**src/rtl/ram_pkg.sv**
```systemverilog
// Shared constants and word typedefs for the single-port RAM slice.
package ram_pkg;

  localparam int DEFAULT_DATA_W = 8;
  localparam int DEFAULT_ADDR_W = 4;
  localparam int DEFAULT_DEPTH  = 1 << DEFAULT_ADDR_W;

  typedef logic [DEFAULT_ADDR_W-1:0] addr_t;
  typedef logic [DEFAULT_DATA_W-1:0] data_t;

endpackage : ram_pkg

```
**src/rtl/ram_array.sv**
```systemverilog
// Storage array with one synchronous write port and an asynchronous read
// of the addressed word. A synchronous reset clears every word.
module ram_array
  import ram_pkg::*;
#(
  parameter int DATA_W = DEFAULT_DATA_W,
  parameter int ADDR_W = DEFAULT_ADDR_W
) (
  input  logic              clk,
  input  logic              rst,
  input  logic              we,
  input  logic [ADDR_W-1:0] addr,
  input  logic [DATA_W-1:0] data_in,
  output logic [DATA_W-1:0] rd_word
);

  localparam int DEPTH = 1 << ADDR_W;

  logic [DATA_W-1:0] mem [DEPTH];

  // Clear all words on reset, otherwise commit the write at the edge.
  // NOTE: the whole array is reset because reads after reset must return 0;
  // this forces flops instead of a RAM macro, which is acceptable at this depth.
  always_ff @(posedge clk) begin
    if (rst) begin
      for (int i = 0; i < DEPTH; i++) begin
        mem[i] <= '0;
      end
    end else if (we) begin
      // NOTE: non-blocking so the read path below still sees the old word at
      // this edge, which is what gives read-first behaviour for free.
      mem[addr] <= data_in;
    end
  end

  assign rd_word = mem[addr];

endmodule : ram_array

```
**src/rtl/ram.sv**
```systemverilog
// Single-port RAM top: registered read data, one-cycle rd_valid pulse and
// synchronous clear. Optional macro RAM_WR_FWD_EN selects write-first
// forwarding on a simultaneous read/write; the default build is read-first.
module ram
  import ram_pkg::*;
#(
  parameter int DATA_W = DEFAULT_DATA_W,
  parameter int ADDR_W = DEFAULT_ADDR_W
) (
  input  logic              clk,
  input  logic              rst,
  input  logic [ADDR_W-1:0] addr,
  input  logic [DATA_W-1:0] data_in,
  input  logic              we,
  input  logic              re,
  output logic [DATA_W-1:0] data_out,
  output logic              rd_valid
);

  logic [DATA_W-1:0] mem_word;
  logic [DATA_W-1:0] rd_next;

  ram_array #(
    .DATA_W (DATA_W),
    .ADDR_W (ADDR_W)
  ) u_array (
    .clk     (clk),
    .rst     (rst),
    .we      (we),
    .addr    (addr),
    .data_in (data_in),
    .rd_word (mem_word)
  );

`ifdef RAM_WR_FWD_EN
  // Write-first: a colliding write is forwarded straight to the read register.
  assign rd_next = we ? data_in : mem_word;
`else
  // Read-first: the read register always captures the pre-write contents.
  assign rd_next = mem_word;
`endif

  // Read register and valid pulse; data_out holds whenever re is low.
  always_ff @(posedge clk) begin
    if (rst) begin
      data_out <= '0;
      rd_valid <= 1'b0;
    end else begin
      rd_valid <= re;
      if (re) begin
        data_out <= rd_next;
      end
    end
  end

endmodule : ram

```
**config.mk**
```make
export PLATFORM = sky130hd
export DESIGN_NAME = ram
export DESIGN_NICKNAME = d
export VERILOG_FILES = /design/src/rtl/ram_pkg.sv /design/src/rtl/ram_array.sv /design/src/rtl/ram.sv
export SDC_FILE = /design/constraint.sdc
export NUM_CORES = 1
export LEC_CHECK = 0
export BUFFER_PORTS_ARGS = -buffer_cell sky130_fd_sc_hd__buf_2
export CORE_MARGIN = 2
export CORE_UTILIZATION = 60
export CTS_CLUSTER_DIAMETER = 30
export DETAILED_ROUTE_END_ITERATION = 6
export GPL_TIMING_DRIVEN = 0
export MAX_ROUTING_LAYER = met4
export PLACE_DENSITY = 0.76
export SLEW_MARGIN = 10
export SYNTH_ARGS = -nofsm -noshare
export SYNTH_HDL_FRONTEND = slang
export SYNTH_SLANG_ARGS = --single-unit
```
**constraint.sdc**
```tcl
create_clock -name clk -period 2.69 [get_ports clk]
set_clock_uncertainty 0.2 [all_clocks]
set_input_delay 0.538 -clock clk [delete_from_list [all_inputs] [get_ports clk]]
set_output_delay 0.538 -clock clk [all_outputs]
set_load 0.03 [all_outputs]
```
==> impl_metrics.ini, run 1 <==
[yosys]
synth.most_common_cell = sky130_fd_sc_hd__and2_1
seq_area_frac_synth_pct = 64.6
synth_fp_nets = 433
post_synth_inst_count = 417
async_flop_share_pct = 0
ys_top_cells_by_count = sky130_fd_sc_hd__and2_1 (129), sky130_fd_sc_hd__edfxtp_1 (128), sky130_fd_sc_hd__mux4_2 (24), sky130_fd_sc_hd__nor2_1 (17), sky130_fd_sc_hd__mux2i_1 (16)
ys.warnings.count = 0
synth_area_um2 = 6230
synth.area.top_cells = sky130_fd_sc_hd__edfxtp_1 (62%), sky130_fd_sc_hd__and2_1 (13%), sky130_fd_sc_hd__mux4_2 (8.7%), sky130_fd_sc_hd__dfxtp_1 (2.9%), sky130_fd_sc_hd__mux2i_1 (2.6%)
yosysUniqueCellTypes = 28
synth_top_cell_by_area = sky130_fd_sc_hd__edfxtp_1
netlist.area_leader.share_pct = 61.7
synth_top_flop_cell = sky130_fd_sc_hd__edfxtp_1
ys_ff_latch = 137
syn_area_per_cell_um2 = 14.9
synth-edff-count = 128

[die]
start_util_pct = 61.2
boundaryPins = 25
placement_rows = 37
full_die_area_um2 = 11200
die_h_um = 106
die_w_um = 106
core_region_area_um2 = 10200

[setup_path]
cp_slowest_stage_delay_ns = 0.79
start_kind = primary input
worstSetupPathType = primary input to flip-flop
critical_path.cell_chain = buf_2 -> clkbuf_1 -> nand4bb_1 -> nor3_1 -> or2_2
cp_num_buf_inv = 2
cell_with_the_largest_stage_delay_on_the_worst_path = sky130_fd_sc_hd__nor3_1
timing.critical_path.to_type = flip-flop
critPathRequiredTime_ns = 2.70
crit_arrival_ns = 2.40
critPathMaxFanout = 10
timing.critical_path.max_delay_family = simple AND/OR/NAND/NOR gates

[hold_path]
hold_path_class = primary input to flip-flop

[clock_tree]
cts_hold_buf = 0
worstSkewPairLatency_ns = 0.53
clkSlewWorstSetupHoldPaths_ns = 0.06
clockBufferDepth = 2
post_cts_resize_count = 0
clk_root_buffer_cell = sky130_fd_sc_hd__clkbuf_8
tritoncts_clock_tree = built
clkSinkCount = 137
cts_post_setup_buffers_inserted = 0
total_cts_buffers = 17
cts_max_level = 4

[sta]
slew-limit-headroom_pct = 35.0
final-setup-viol-count = 0
final.setup.worst_slack_ns = 0.306
finalMaxSlewViolations = 0
hold_viol = 0
setup_total_negative_slack_ns = 0
finalWorstPathRequiredPeriod_ns = 2.38
rsz0062_at_grt = no
hold-worst-slack_ns = 0.219
timing_worst_slew_pin_value_ns = 0.967
min_period_over_period_pct = 88.6
fmax_mhz = 419

[finish]
nNetsFinal = 474
fillers = 692
num_antenna_cells = 0
layout-drive-gt1-share_pct = 22.9
stdcell_area_um2 = 7130
area_delta_synth_final_pct = 14.5

[pwr]
power.combinational.fraction_pct = 7.2
swShare_pct = 22.6
switchingPower_mw = 1.19
clockPowerShare_pct = 45.7
internal-power_mw = 4.08
cellLeakagePower_nw = 2.56
power-per-cell-area_nw_per_um2 = 740
ir_worst_vdd_uv = 520
power_frac_seq_pct = 47.1

[placement]
globalplace.congestion = 0.799
dpl-instance-area_um2 = 6510
detailedPlace.worstSlack_ns = -0.190
place.port_buffers = 22
dp_hpwl_um = 9150

[grt]
grt_pass1_vias = 3715
grt_max_degree = 17
grt_first_pass_wirelength_um = 21100
gr-total-overflow = 0
grtUsageTotal_pct = 27.9
grt_antenna_before_repair = 0

[route]
ant_nets = 0
via_per_instance_ratio = 6.00
detailedRoute.firstIterationViolations = 265
routed_wl_um = 14100
drc_errors = 0
routed-via-count = 3644
detail_route.wl_per_cell_um = 23.3
firstDrtPassIters = 5

[job]
drv_cap = 0

[outcome]
status = finished clean
==> power groups by stage <==
stage / logic [mW] / registers [mW] / clock network (mW)
floorplan: 0.223 / 2.54 / 0
detailed placement: 0.374 / 2.53 / 0
CTS: 0.377 / 2.49 / 2.40
global placement: 0.368 / 2.52 / 0
finish: 0.378 / 2.48 / 2.41
global route: 0.400 / 2.50 / 2.49
==> stage by stage <==
stage | instances | utilization [%] | total power [mW]
after floorplan | 417 | - | 2.76
after CTS | 607 | 70.0 | 5.27
after global placement | 575 | 63.9 | 2.89
after global routing | 607 | 70.0 | 5.38
after detailed placement | 575 | 63.9 | 2.90
final | 607 | 70.0 | 5.28
==> worst paths after layout <==
check / from / end / slack [ns] / cells after the start
min: data_in[2] / u_array.mem[8][2] / 0.22 / 2
max reg2reg: u_array.mem[14][4] / data_out[4] / 0.99 / 3
min reg2reg: data_out[3] / data_out[3] / 0.28 / 2
max: rst / u_array.mem[2][7] / 0.31 / 5
==> state kept, by name, summed over array words and instances, names as in the netlist <==
signal       flops
u_array.mem    128
data_out         8
rd_valid         1
==> kinds of logic (layout without fill, tap and decap cells) <==
| group | count (synthesis) | in the layout | share of synthesized area [%] |
|---|---|---|---|
| DFF | 137 | 137 | 64.6 |
| muxes | 40 | 40 | 11.2 |
| AOI/OAI and AO/OA | 24 | 24 | 3.54 |
| and+or+nand+nor | 189 | 189 | 18.5 |
| buffers and inverters | 27 | 81 | 2.13 |
==> cells in the final DEF, fill, tap and decap left out, drive strengths merged <==
cell        n
or3         1
clkinvlp    3
bufinv      2
nand4b      1
edfxtp    128
nor3        4
nand4bb     2
mux4       24
nand2b      2
and2      129
a311oi      8
nor2b       3
clkinv      4
or2        16
nor2       20
nand2       9
a22oi       8
or3b        1
dfxtp       9
or4b        1
mux2i      16
buf        36
o221a       8
clkbuf     33
inv         3
==> layout make-up <==
cell class / instances / area (um2) / area share [%]
multi-input combinational: 253 / 2070 / 29.1
timing repair buffer: 22 / 110 / 1.54
tap: 136 / 170 / 2.39
sequential: 137 / 4020 / 56.4
clock inverter: 12 / 133 / 1.86
buffer: 27 / 133 / 1.86
clock buffer: 20 / 489 / 6.86
==> layer usage <==
layer	wire (um)	track usage [%]	up-vias
met3	835	6.00	21
met5	0	-	-
li1	-	-	1626
met1	5750	36.1	1845
met4	343	9.68	0
met2	7190	44.3	152
No activity file was read; power rests on OpenSTA's default activity.
==> run 2: changes to the inputs <==
--- a/config.mk
+++ b/config.mk
@@ -6,13 +6,15 @@
 export NUM_CORES = 1
 export LEC_CHECK = 0
 export BUFFER_PORTS_ARGS = -buffer_cell sky130_fd_sc_hd__buf_2
+export CAP_MARGIN = 15
 export CORE_MARGIN = 2
-export CORE_UTILIZATION = 60
+export CORE_UTILIZATION = 45
 export CTS_CLUSTER_DIAMETER = 30
 export DETAILED_ROUTE_END_ITERATION = 6
+export GPL_ROUTABILITY_DRIVEN = 0
 export GPL_TIMING_DRIVEN = 0
 export MAX_ROUTING_LAYER = met4
-export PLACE_DENSITY = 0.76
+export PLACE_DENSITY = 0.59
 export SLEW_MARGIN = 10
 export SYNTH_ARGS = -nofsm -noshare
 export SYNTH_HDL_FRONTEND = slang
==> run 2 against run 1 <==
First-iteration DRC count decreased by 3.8%; final area increased by 0.32%; die area increased by 32%; routed wire length increased by 4.7%; core utilization decreased by 17 points; combinational power about the same; sequential power about the same; via count decreased by 4.2%; sequential share of layout area decreased by 0.18 points; clock power decreased by 3%; global-route usage decreased by 5.2 points; hold slack improved by 0.064 ns; highest routed layer unchanged.
==> impl_metrics.ini, run 2 (synthesized netlist as in run 1, its figures left out) <==
[die]
die_w_um = 122
core_region_area_um2 = 13400
full_die_area_um2 = 14800
placement_rows = 42
die_h_um = 122
start_util_pct = 46.5
boundaryPins = 25

[job]
drv_cap = 0

[pwr]
internal-power_mw = 4.11
power_frac_seq_pct = 47.9
swShare_pct = 20.9
power-per-cell-area_nw_per_um2 = 726
switchingPower_mw = 1.08
ir_worst_vdd_uv = 690
clockPowerShare_pct = 44.9
cellLeakagePower_nw = 2.54
power.combinational.fraction_pct = 7.2

[finish]
largest_registers = u_array.mem x128, data_out x8, rd_valid x1
mostFrequentLayoutCells = sky130_fd_sc_hd__and2_1 (129), sky130_fd_sc_hd__edfxtp_1 (128), sky130_fd_sc_hd__buf_2 (26)
layoutNonFillerInstCount = 647
mostFrequentLayoutCell = sky130_fd_sc_hd__and2_1
area_delta_synth_final_pct = 14.8
fillers = 1141
largest_reg_flops = 128
largest_register = u_array.mem
layout-drive-gt1-share_pct = 21.4
num_antenna_cells = 0
nNetsFinal = 474
postLayoutCoreUtil_pct = 53.4

[hold_path]
worst_hold_startpoint = data_out[2]
whs_path_depth = 2
hold_path_class = flip-flop to flip-flop
whs_endpoint = data_out[2]

[setup_path]
crit_arrival_ns = 2.39
critPathMaxFanout = 10
r2r_setup_slack_ns = 1.00
start_kind = primary input
critical_register_to_register_path_endpoint = data_out[3]
r2r.worst_path.cells = 3
critPathRequiredTime_ns = 2.59
worstSetupPathType = primary input to flip-flop
timing.critical_path.to_type = flip-flop
r2r-start = u_array.mem[11][3]

[route]
detail_route.wl_per_cell_um = 22.9
detailedRoute.firstIterationViolations = 255
routed_wl_um = 14800
firstDrtPassIters = 5
via_per_instance_ratio = 5.40
ant_nets = 0
drc_errors = 0
routed-via-count = 3491

[clock_tree]
post_cts_resize_count = 0
total_cts_buffers = 17
cts_post_setup_buffers_inserted = 0
clk_root_buffer_cell = sky130_fd_sc_hd__clkbuf_16
clockBufferDepth = 2
clkSlewWorstSetupHoldPaths_ns = 0.05
tritoncts_clock_tree = built
cts_hold_buf = 0
clkSinkCount = 137
worstSkewPairLatency_ns = 0.42
cts_max_level = 4

[sta]
timing_worst_slew_pin_value_ns = 0.940
final-setup-viol-count = 0
finalWorstPathRequiredPeriod_ns = 2.49
min_period_over_period_pct = 92.6
hold-worst-slack_ns = 0.284
hold_viol = 0
fmax_mhz = 402
setup_total_negative_slack_ns = 0
rsz0062_at_grt = no
finalMaxSlewViolations = 0
slew-limit-headroom_pct = 36.8

[grt]
grt_pass1_vias = 3763
gr-total-overflow = 0
grt_max_degree = 17
grt_antenna_before_repair = 0
grtUsageTotal_pct = 22.7
grt_first_pass_wirelength_um = 22400

[placement]
dp_cells = 615
dp_hpwl_um = 10000
place.port_buffers = 22

[outcome]
status = finished clean
run 2: changes by cell type in the layout (fill, tap and decap cells not counted), sizes merged:
cell      delta
clkinvlp     -3
inv          -3
clkbuf      +10
clkinv       -4
run 2: power groups by stage:
stage	sequential, mW	combinational (mW)	clock (mW)
2_1_floorplan	2.54	0.223	0
3_3_place_gp	2.52	0.379	0
3_5_place_dp	2.53	0.383	0
4_1_cts	2.49	0.384	2.36
5_1_grt	2.50	0.407	2.45
6_report	2.49	0.376	2.33
run 2: worst max-delay path by stage:
stage	start	to	slack, ns	cells past startpoint
floorplan	addr[0]	u_array.mem[0][0]	0.44	4
global placement	rst	u_array.mem[1][5]	-0.22	5
detailed placement	rst	u_array.mem[1][7]	-0.23	5
CTS	rst	u_array.mem[1][2]	0.23	5
global route	rst	u_array.mem[2][2]	0.06	5
finish	rst	u_array.mem[2][2]	0.20	5
run 2: per-layer routing:
metal,part of all wire [%],vias up,GRT usage [%]
li1,-,1618,-
met1,41,1780,28.3
met5,0,-,-
met2,52,86,37.0
met3,5.7,7,5.99
met4,0.93,0,5.89
run 2: cell type report:
type,instances,area (um2),area share [%]
Multi-Input combinational cell,253,2070,29.0
Tap cell,176,220,3.08
Timing Repair Buffer,22,110,1.54
Clock inverter,2,60.1,0.840
Sequential cell,137,4020,56.3
Buffer,27,133,1.85
Clock buffer,30,534,7.47
run 2: critical path, cell delays in order:
cell	delay, ns
sky130_fd_sc_hd__buf_2	0.12
sky130_fd_sc_hd__clkbuf_1	0.20
sky130_fd_sc_hd__nand4bb_1	0.34
sky130_fd_sc_hd__nor3_1	0.78
sky130_fd_sc_hd__or2_2	0.40
run 2: per-stage QoR:
| step | power [mW] | worst slack (ns) | cell area, um2 |
|---|---|---|---|
| finish | 5.19 | 0.199 | 7150 |
| global route | 5.35 | 0.0585 | 7150 |
| global placement | 2.90 | -0.224 | 6560 |
| floorplan | 2.76 | 0.439 | 6230 |
| detailed placement | 2.91 | -0.225 | 6560 |
| CTS | 5.23 | 0.228 | 7150 |
==> run 3: changes to the inputs <==
--- a/config.mk
+++ b/config.mk
@@ -15,6 +15,7 @@
 export GPL_TIMING_DRIVEN = 0
 export MAX_ROUTING_LAYER = met4
 export PLACE_DENSITY = 0.59
+export REMOVE_ABC_BUFFERS = 1
 export SLEW_MARGIN = 10
 export SYNTH_ARGS = -nofsm -noshare
 export SYNTH_HDL_FRONTEND = slang
==> constraint.sdc (replaced) <==
create_clock -name clk -period 2.8 [get_ports clk]
set_clock_uncertainty 0.2 [all_clocks]
set_input_delay 0.56 -clock clk [delete_from_list [all_inputs] [get_ports clk]]
set_output_delay 0.56 -clock clk [all_outputs]
set_load 0.03 [all_outputs]
==> run 3 against run 2 <==
Sequential cell count stayed put; final area shrank 0.70%; core utilization is 0.37 points lower; count of clock-buffer cells in the layout decreased by 12; critical endpoint is now u_array.mem[2][4].
==> impl_metrics.ini, run 3 (synthesized netlist as in run 1, its figures left out) <==
[outcome]
status = finished clean

[clock_tree]
cts_max_level = 4
clockBufferDepth = 2
tritoncts_clock_tree = built
clkSlewWorstSetupHoldPaths_ns = 0.06
worstSkewPairLatency_ns = 0.42
total_cts_buffers = 17
clkSinkCount = 137
cts_post_setup_buffers_inserted = 0
clk_root_buffer_cell = sky130_fd_sc_hd__clkbuf_16

[route]
drc_errors = 0
firstDrtPassIters = 4
via_per_instance_ratio = 5.47
detailedRoute.firstIterationViolations = 238
routed-via-count = 3401
ant_nets = 0
routed_wl_um = 13100
detail_route.wl_per_cell_um = 21.1

[die]
die_w_um = 122
die_h_um = 122
placement_rows = 42
start_util_pct = 46.5
full_die_area_um2 = 14800
boundaryPins = 25
core_region_area_um2 = 13400

[sta]
finalWorstPathRequiredPeriod_ns = 2.66
hold_viol = 0
slew-limit-headroom_pct = 34.3
timing_worst_slew_pin_value_ns = 0.979
finalMaxSlewViolations = 0
min_period_over_period_pct = 95.0
final.setup.worst_slack_ns = 0.140
rsz0062_at_grt = no
fmax_mhz = 376
final-setup-viol-count = 0

[finish]
postLayoutCoreUtil_pct = 53.0
largest_registers = u_array.mem x128, data_out x8, rd_valid x1
num_antenna_cells = 0
layout-drive-gt1-share_pct = 22.6
largest_register = u_array.mem
largest_reg_flops = 128
mostFrequentLayoutCells = sky130_fd_sc_hd__and2_1 (129), sky130_fd_sc_hd__edfxtp_1 (128), sky130_fd_sc_hd__mux4_2 (24)
nNetsFinal = 449
area_delta_synth_final_pct = 14.0
mostFrequentLayoutCell = sky130_fd_sc_hd__and2_1

[grt]
grtUsageTotal_pct = 19.8
grt_first_pass_wirelength_um = 19600
grt_pass1_vias = 3466
gr-total-overflow = 0
grt_max_degree = 45
grt_antenna_before_repair = 0

[setup_path]
critPathMaxFanout = 44
cell_with_the_largest_stage_delay_on_the_worst_path = sky130_fd_sc_hd__nor3_1
worstSetupPathType = primary input to flip-flop
timing.critical_path.to_type = flip-flop
critical_path.cell_chain = buf_4 -> nand4bb_1 -> nor3_1 -> or2_2
cp_slowest_stage_delay_ns = 0.81
crit_arrival_ns = 2.57
start_kind = primary input
critPathRequiredTime_ns = 2.71

[pwr]
internal-power_mw = 4.14
ir_worst_vdd_uv = 463
clockPowerShare_pct = 47.7
swShare_pct = 20.5
cellLeakagePower_nw = 2.52
power_frac_seq_pct = 45.9
power.combinational.fraction_pct = 6.5
switchingPower_mw = 1.07
power-per-cell-area_nw_per_um2 = 733
totalPowerFinal_mw = 5.20

[job]
drv_cap = 0

[placement]
dp_hpwl_um = 8350
detailedPlace.worstSlack_ns = -0.461
place.port_buffers = 24

[hold_path]
hold_path_class = flip-flop to flip-flop
## run 3: changes by cell type in the layout (fill, tap and decap cells not counted), moves of 2 or more
cell,change
sky130_fd_sc_hd__buf_1,-5
sky130_fd_sc_hd__buf_2,-3
sky130_fd_sc_hd__buf_4,-2
sky130_fd_sc_hd__buf_6,-2
sky130_fd_sc_hd__bufinv_16,+4
sky130_fd_sc_hd__clkbuf_1,-19
sky130_fd_sc_hd__clkbuf_8,-6
sky130_fd_sc_hd__clkinv_2,+4
sky130_fd_sc_hd__clkinvlp_4,+2
## run 3: per-stage QoR
step / hold WS, ns / area [um2] / TNS [ns] / cells
after floorplan: 0.398 / 6100 / 0 / 390
after global placement: 0.276 / 6440 / -104.81 / 590
after detailed placement: 0.289 / 6440 / -20.76 / 590
after CTS: 0.297 / 7100 / 0 / 622
after global routing: 0.322 / 7100 / 0 / 622
final: 0.302 / 7100 / 0 / 622
## run 3: power by group through the flow
stage / Sequential, mW / Combinational (mW) / Clock, mW
3_5_place_dp: 2.43 / 0.339 / 0
4_1_cts: 2.39 / 0.340 / 2.51
5_1_grt: 2.40 / 0.361 / 2.58
3_3_place_gp: 2.42 / 0.335 / 0
2_1_floorplan: 2.44 / 0.170 / 0
6_report: 2.39 / 0.336 / 2.48
## run 3: timing repair
action | 4_1_cts | 5_1_grt
hold buffers | 0 | 0
setup endpoints to repair | 8 | 8
resized for setup | 1 | 1
## run 3: critical path: cells and delay by family
family | cells | cell delay (ns)
AND/OR/NAND/NOR | 3 | 1.61
buffers and inverters | 1 | 0.33
## run 3: layer usage
| layer | up-vias | global-route usage, % | wire length, um |
|---|---|---|---|
| met1 | 1729 | 24.0 | 5640 |
| met5 | - | - | 0 |
| met4 | 0 | 8.12 | 261 |
| met2 | 71 | 32.6 | 6740 |
| li1 | 1583 | - | - |
| met3 | 18 | 4.26 | 499 |
## run 3: layout make-up
class                   count  area [um2]
clock inverters            14         228
well taps                 176         220
repair buffers             24         123
flip-flops and latches    137        4020
fillers                  1116        6300
clock buffers              18         429
multi-input cells         253        2080
## run 3: final timing paths
path,start,end,slack [ns],depth (start not counted)
max,addr[0],u_array.mem[2][4],0.14,4
min,data_out[1],data_out[1],0.30,2
max reg2reg,u_array.mem[11][0],data_out[0],1.12,3
min reg2reg,data_out[1],data_out[1],0.30,2
